### src/rtl/apb_fsm_controller.sv
// apb_fsm_controller: AHB-to-APB bridge control FSM. Turns qualified AHB
// transfers into APB setup/enable phases and returns hreadyout upstream.
//
// Ports:
//   hclk, hreset       clock, synchronous active-high reset
//   valid              qualified AHB transfer request
//   haddr/1/2          current, 1-cycle and 2-cycle delayed address
//   hwdata/1           current and 1-cycle delayed write data
//   hwrite/hwrite_reg  current and 1-cycle delayed write flag
//   temp_selx          one-hot peripheral select decoded from haddr
//   pready             APB slave ready (used only with APB_PREADY_EN)
//   pselx, penable, pwrite, paddr, pwdata   registered APB master outputs
//   hreadyout          registered ready back to the AHB master
//
// Build option: define APB_PREADY_EN to let the enable states wait on
// pready; without it every enable phase lasts exactly one cycle.

module apb_fsm_controller #(
    parameter int ADDR_W = 32
) (
    input  logic              hclk,
    input  logic              hreset,
    input  logic              valid,
    input  logic [ADDR_W-1:0] haddr,
    input  logic [ADDR_W-1:0] haddr1,
    input  logic [ADDR_W-1:0] haddr2,
    input  logic [ADDR_W-1:0] hwdata,
    input  logic [ADDR_W-1:0] hwdata1,
    input  logic              hwrite,
    input  logic              hwrite_reg,
    input  logic [2:0]        temp_selx,
    input  logic              pready,
    output logic [2:0]        pselx,
    output logic              penable,
    output logic              pwrite,
    output logic [ADDR_W-1:0] paddr,
    output logic [ADDR_W-1:0] pwdata,
    output logic              hreadyout
);

    typedef enum logic [2:0] {
        ST_IDLE     = 3'd0,
        ST_READ     = 3'd1,
        ST_RENABLE  = 3'd2,
        ST_WWAIT    = 3'd3,
        ST_WRITE    = 3'd4,
        ST_WENABLE  = 3'd5,
        ST_WRITEP   = 3'd6,
        ST_WENABLEP = 3'd7
    } state_t;

    state_t              r_state;
    state_t              w_next;
    state_t              w_req_next;

    logic [2:0]          r_pselx;
    logic                r_penable;
    logic                r_pwrite;
    logic [ADDR_W-1:0]   r_paddr;
    logic [ADDR_W-1:0]   r_pwdata;
    logic                r_hreadyout;

    logic [2:0]          w_pselx;
    logic                w_penable;
    logic                w_pwrite;
    logic [ADDR_W-1:0]   w_paddr;
    logic [ADDR_W-1:0]   w_pwdata;
    logic                w_hreadyout;

    logic                w_pready_ok;
    logic                w_en_hready;

`ifdef APB_PREADY_EN
    // Enable phases complete only when the slave is ready; the AHB side
    // is stalled for the whole enable phase until that happens.
    assign w_pready_ok = pready;
    assign w_en_hready = 1'b0;
`else
    logic w_unused_pready;
    assign w_unused_pready = pready;
    assign w_pready_ok     = 1'b1;
    assign w_en_hready     = 1'b1;
`endif

    // Next state
    always_comb begin
        w_req_next = ST_IDLE;
        w_next     = r_state;
        if (valid) begin
            w_req_next = hwrite ? ST_WWAIT : ST_READ;
        end
        unique case (r_state)
            ST_IDLE: begin
                w_next = w_req_next;
            end
            ST_RENABLE, ST_WENABLE: begin
                w_next = w_pready_ok ? w_req_next : r_state;
            end
            ST_READ: begin
                w_next = ST_RENABLE;
            end
            ST_WWAIT: begin
                w_next = valid ? ST_WRITEP : ST_WRITE;
            end
            ST_WRITE: begin
                w_next = valid ? ST_WENABLEP : ST_WENABLE;
            end
            ST_WRITEP: begin
                w_next = ST_WENABLEP;
            end
            ST_WENABLEP: begin
                if (!w_pready_ok) begin
                    w_next = ST_WENABLEP;
                end else if (!hwrite_reg) begin
                    w_next = ST_READ;
                end else if (valid) begin
                    w_next = ST_WRITEP;
                end else begin
                    w_next = ST_WRITE;
                end
            end
            default: begin
                w_next = ST_IDLE;
            end
        endcase
    end

    // Output values are chosen by the state being entered, so the APB
    // signals are already stable for the whole of that state.
    always_comb begin
        w_pselx     = r_pselx;
        w_penable   = r_penable;
        w_pwrite    = r_pwrite;
        w_paddr     = r_paddr;
        w_pwdata    = r_pwdata;
        w_hreadyout = r_hreadyout;
        unique case (w_next)
            ST_IDLE, ST_WWAIT: begin
                w_pselx     = 3'b000;
                w_penable   = 1'b0;
                w_hreadyout = 1'b1;
            end
            ST_READ: begin
                w_paddr     = haddr;
                w_pwrite    = 1'b0;
                w_pselx     = temp_selx;
                w_penable   = 1'b0;
                w_hreadyout = 1'b0;
            end
            ST_WRITE: begin
                w_paddr     = haddr1;
                w_pwdata    = hwdata;
                w_pwrite    = 1'b1;
                w_pselx     = temp_selx;
                w_penable   = 1'b0;
                w_hreadyout = 1'b1;
            end
            ST_WRITEP: begin
                // Pipelined write: the address/data of the earlier beat
                // sit one stage further back than in the single case.
                w_paddr     = haddr2;
                w_pwdata    = hwdata1;
                w_pwrite    = 1'b1;
                w_pselx     = temp_selx;
                w_penable   = 1'b0;
                w_hreadyout = 1'b0;
            end
            ST_RENABLE, ST_WENABLE, ST_WENABLEP: begin
                w_penable   = 1'b1;
                w_hreadyout = w_en_hready;
            end
            default: begin
                w_pselx     = 3'b000;
                w_penable   = 1'b0;
                w_hreadyout = 1'b1;
            end
        endcase
    end

    always_ff @(posedge hclk) begin
        if (hreset) begin
            r_state     <= ST_IDLE;
            r_pselx     <= 3'b000;
            r_penable   <= 1'b0;
            r_pwrite    <= 1'b0;
            r_paddr     <= '0;
            r_pwdata    <= '0;
            r_hreadyout <= 1'b1;
        end else begin
            r_state     <= w_next;
            r_pselx     <= w_pselx;
            r_penable   <= w_penable;
            r_pwrite    <= w_pwrite;
            r_paddr     <= w_paddr;
            r_pwdata    <= w_pwdata;
            r_hreadyout <= w_hreadyout;
        end
    end

    assign pselx     = r_pselx;
    assign penable   = r_penable;
    assign pwrite    = r_pwrite;
    assign paddr     = r_paddr;
    assign pwdata    = r_pwdata;
    assign hreadyout = r_hreadyout;

endmodule

### config.mk
export PLATFORM = sky130hd
export DESIGN_NAME = apb_fsm_controller
export DESIGN_NICKNAME = d
export VERILOG_FILES = /design/src/rtl/apb_fsm_controller.sv
export SDC_FILE = /design/constraint.sdc
export NUM_CORES = 1
export LEC_CHECK = 0
export ABC_AREA = 0
export CAP_MARGIN = 20
export CORE_MARGIN = 3
export CORE_UTILIZATION = 40
export CTS_CLUSTER_SIZE = 30
export DETAILED_ROUTE_END_ITERATION = 10
export PLACE_DENSITY_LB_ADDON = 0.15
export SLEW_MARGIN = 20
export SYNTH_ARGS = -nofsm -noshare
export SYNTH_HDL_FRONTEND = slang
export SYNTH_SLANG_ARGS = --single-unit
### constraint.sdc
create_clock -name hclk -period 4.2 [get_ports hclk]
set_clock_uncertainty 0.1 [all_clocks]
set_input_delay 0.84 -clock hclk [delete_from_list [all_inputs] [get_ports hclk]]
set_output_delay 0.84 -clock hclk [all_outputs]
set_load 0.005 [all_outputs]
-- Word level (Yosys, flattened, before mapping)
Index checks and enable logic that the tools add are counted.
- equality and inequality tests: 14
- reductions and logical operators: 14
- muxes and demuxes: 12
- operator list (operator ; number):
    one-hot mux 32 bit (3 select lines) ; 1
    one-hot mux 32 bit (2 select lines) ; 1
    equality test 3 bit (second input constant) ; 8
    one-hot mux 3 bit (6 select lines) ; 1
    equality test 3 x 2 -> 1 bit (second input constant) ; 4
    OR reduction 3 bit ; 3
    2-to-1 mux 2 bit ; 4
    equality test 3 x 1 -> 1 bit (second input constant) ; 2
    logical NOT 3 bit ; 2
    one-hot mux 1 bit (2 select lines) ; 3
    one-hot mux 3 bit (2 select lines) ; 1
    nonzero test 2 bit ; 3
    OR reduction 2 bit ; 3
    OR reduction 6 bit ; 1
    OR reduction 5 bit ; 1
    2-to-1 mux 3 bit ; 1
    nonzero test 3 bit ; 1
- word-level logic and storage cells: 47
- flip-flop bits (word level): 73

-- Logic depth before layout (Yosys ltp)
- depth after elaboration: 6
- gate-level depth with buffers: 8
- depth with buffers taken out: 5

-- Worst setup path before layout
Ideal clock, no wire load.
- kind: input to register
- start point: input port valid
- end point: register r_paddr[5], in the netlist paddr[5]
- stages on the path: 8
- data arrival time: 2.102 ns
- library setup time: 0.134 ns
- data required time: 3.966 ns
- path slack: 1.864 ns
- cell sequence: buf_2 -> o21bai_1 -> nand2_1 -> a211oi_2 -> buf_6 -> buf_6 -> mux2i_1 -> o221ai_1
- longest elaborated chain between the ends: 5
- elaborated cells on any way between the ends: 10
- RTL lines (item ; RTL line ; source):
    start: declaration ; 23 ; input logic valid,
    2-to-1 mux 2 bit ; 103, 116 ;
    2-to-1 mux 3 bit ; 114 ; end else if (!hwrite_reg) begin
    one-hot mux 3 bit (6 select lines) (*) ; 92 ; unique case (r_state)
    equality test 3 bit or equality test 3 x 1 -> 1 bit (tied branches) ; 137 ; unique case (w_next)
    one-hot mux 32 bit (3 select lines) or nonzero test 3 bit (tied branches) ; n/a ;
    end signal: assignment ; 194 ; r_paddr <= w_paddr;
    end: declaration ; 59 ; logic [ADDR_W-1:0] r_paddr;
Every way passes the cells marked *; elsewhere a longest branch is shown, timed or not.
A chain may end at the register's enable or synchronous reset.

-- Worst setup path after layout
- start point: input port valid
- end point: register r_paddr[17], in the netlist paddr[17]
Same word-level chain as after synthesis.

==> results.toml <==
[outcome]
status = "complete, no violations"

[logic_synthesis]
synth_nets = 545
yosys.area_share.simple = 0.193
netlist_area_mm2 = 0.00371
synth_area_leaders = "dfxtp_1 (39%), mux2i_1 (17%), nand4b_1 (7.6%)"
synth_top_family_by_area = "simple AND/OR/NAND/NOR gates"
ys_seq_area_frac = 0.394
synth_cell_types = 29
ys_ff_latch = 73
synth_mux_area_frac = 0.173
syn_inst = 376
synthXorXnorAreaFrac = 0
yosysTopAreaCell = "dfxtp_1"
yosysWarnings = 0
synthAdderAreaFrac = 0
synth_top_area_share = 0.394
avgSynthCellArea_um2 = 9.86
synth-compound-area-share = 0.181

[power]
p_per_area_mw_per_mm2 = 291
peakVddDrop_v = 0.000158
leakagePower_nw = 2.29

[cts]
post_cts_buffers = 0
postCtsHoldBufs = 0
htree_levels = 3
cts_inserted_buffers = 9
cts_resized = 0
clk_path_buf_depth = 2
cts_sinks = 73
clkLatencyLatePin_ns = 0.34
root_buffer = "clkbuf_8"
path_clk_slew_ns = 0.07
tritoncts = "done"

[drt]
routed_wl_um = 11900
wl_met2_um = 5710
first_pass_iters = 4
ant_nets = 0
dr.max_layer_used = "met4"
vias = 3783
wl_met3_um = 1250
drtIter0Drc = 90
drc = 0
wire_per_inst_um = 16.9
vias_per_cell = 5.37
wl_met1_um = 4610

[finish]
area_delta_synth_final_pct = 68.6
num_antenna_cells = 0
fill_cells = 706
multi_input_area_mm2 = 0.00205
layout-drive-gt1-share = 0.0587
final_core_util = 0.706
final_nets = 760
seq_area_mm2 = 0.00146

[floorplanning]
dieArea_mm2 = 0.0105
rows = 34
initial_core_util = 0.419
core_area_mm2 = 0.00885
fp.dieW_um = 102
die_height_um = 102
ios = 239

[placement]
port_buffers = 237
dp_slack_ns = 0.851
place.gp.congestion = 0.798
place_hpwl_um = 9100

[timing]
max_freq_mhz = 337
finalSetupViolCount = 0
tightest_slew_ns = 0.828
slew_viol_final = 0
slew_headroom = 0.447
post-route-min-period_ns = 2.96
hold_violations = 0
rsz0062_at_grt = "no"
final.setup.worst_slack_ns = 1.24
fin_crit_sh = 0.706
fin_setup_tns_ns = 0

[setup_path]
cp.required_ns = 4.35
worst-setup-path-type = "primary input to flip-flop"
arrival_ns = 3.12
start_kind = "primary input"
critPathCaptureType = "flip-flop"
critPathMaxFanout = 44

[grt]
grt_pass1_wl_um = 17400
grt_usage = 0.212
grt_overflow = 0
grt_pass1_vias = 3565
grt_max_degree = 67
antenna_found_initial = 0

[hold_path]
hp-class = "flip-flop to flip-flop"

[job]
cap_violations = 0
## sequential cells by signal (all words and copies together), names as in the netlist
signal and flops:
hreadyout 1, paddr 32, penable 1, pselx 3, pwdata 32, pwrite 1
r_state 3
## critical path, cell delays in order
cell             delay (ns)
clkdlybuf4s50_1        0.61
or4b_1                 0.53
nand3_2                0.58
buf_4                  0.31
nand4b_1               0.11
o221ai_1               0.12
## stage by stage
step,hold WS [ns],total power [W],instance area [um^2],cells
3_5_place_dp,0.372,0.00134,6070,688
6_report,0.393,0.00182,6250,704
5_1_grt,0.404,0.00190,6250,704
4_1_cts,0.390,0.00183,6250,704
3_3_place_gp,0.362,0.00133,6070,688
2_1_floorplan,0.375,0.00105,3710,376
## cells in the mapped netlist (all sizes together)
library cell	number
a211oi	34
or4b	1
nor3b	2
o211ai	1
nand2	4
nor2	36
o221ai	31
a21oi	4
a21o	1
mux2i	64
a22o	3
o21ai	3
dfxtp	73
nand4b	32
clkbuf	20
nor3	1
a31oi	1
nor2b	3
buf	21
inv	1
nand3b	1
nand2b	34
o21bai	3
nand3	2
## metal layers
metal	vias to the layer above	GRT usage
met5	-	0
met4	0	0.0938
met3	25	0.0765
met2	175	0.362
met1	1731	0.238
li1	1852	-
## area by class of cell
class,instances,area share
Sequential cell,73,0.234
Clock buffer,11,0.0226
Timing Repair Buffer,245,0.389
Inverter,1,0.000601
Tap cell,108,0.0216
Clock inverter,5,0.00501
Multi-Input combinational cell,261,0.328
## cell families (layout without fill, tap and decap cells)
kind of cell / Yosys count / in the layout
compound gates: 81 / 81
buf+inv: 42 / 262
flops: 73 / 73
mux: 64 / 64
simple gates: 116 / 116
## power breakdown
part,leakage [nW],internal [W],total (W),switching (W)
Sequential,0.596,0.000744,0.000773,0.0000293
Clock,0.0891,0.000229,0.000495,0.000266
Combinational,1.61,0.000337,0.000548,0.000211
Total,2.29,0.00131,0.00182,0.000506
## cells in the final DEF (no fill, tap or decap)
master and n:
a211oi_1 26, a211oi_2 7, a211oi_4 1, a21o_2 1, a21oi_1 3, a21oi_4 1
a22o_1 3, a31oi_1 1, buf_2 1, buf_4 8, clkbuf_1 1, clkbuf_8 10
clkdlybuf4s50_1 236, clkinv_2 3, clkinv_4 1, clkinvlp_4 1, dfxtp_1 73, inv_1 1
mux2i_1 64, nand2_1 4, nand2b_1 34, nand3_1 1, nand3_2 1, nand3b_1 1
nand4b_1 32, nor2_1 36, nor2b_1 3, nor3_1 1, nor3b_1 2, o211ai_1 1
o21ai_0 3, o21bai_1 3, o221ai_1 31, or4b_1 1
## final timing paths
kind	cells after the start	to	slack, ns	from
setup / recovery	6	paddr[17]	1.24	valid
hold / removal	1	pselx[0]	0.39	pselx[0]
setup reg to reg	5	paddr[17]	1.77	r_state[2]
hold reg to reg	1	pselx[0]	0.39	pselx[0]
No activity file was read; power rests on OpenSTA's default activity.
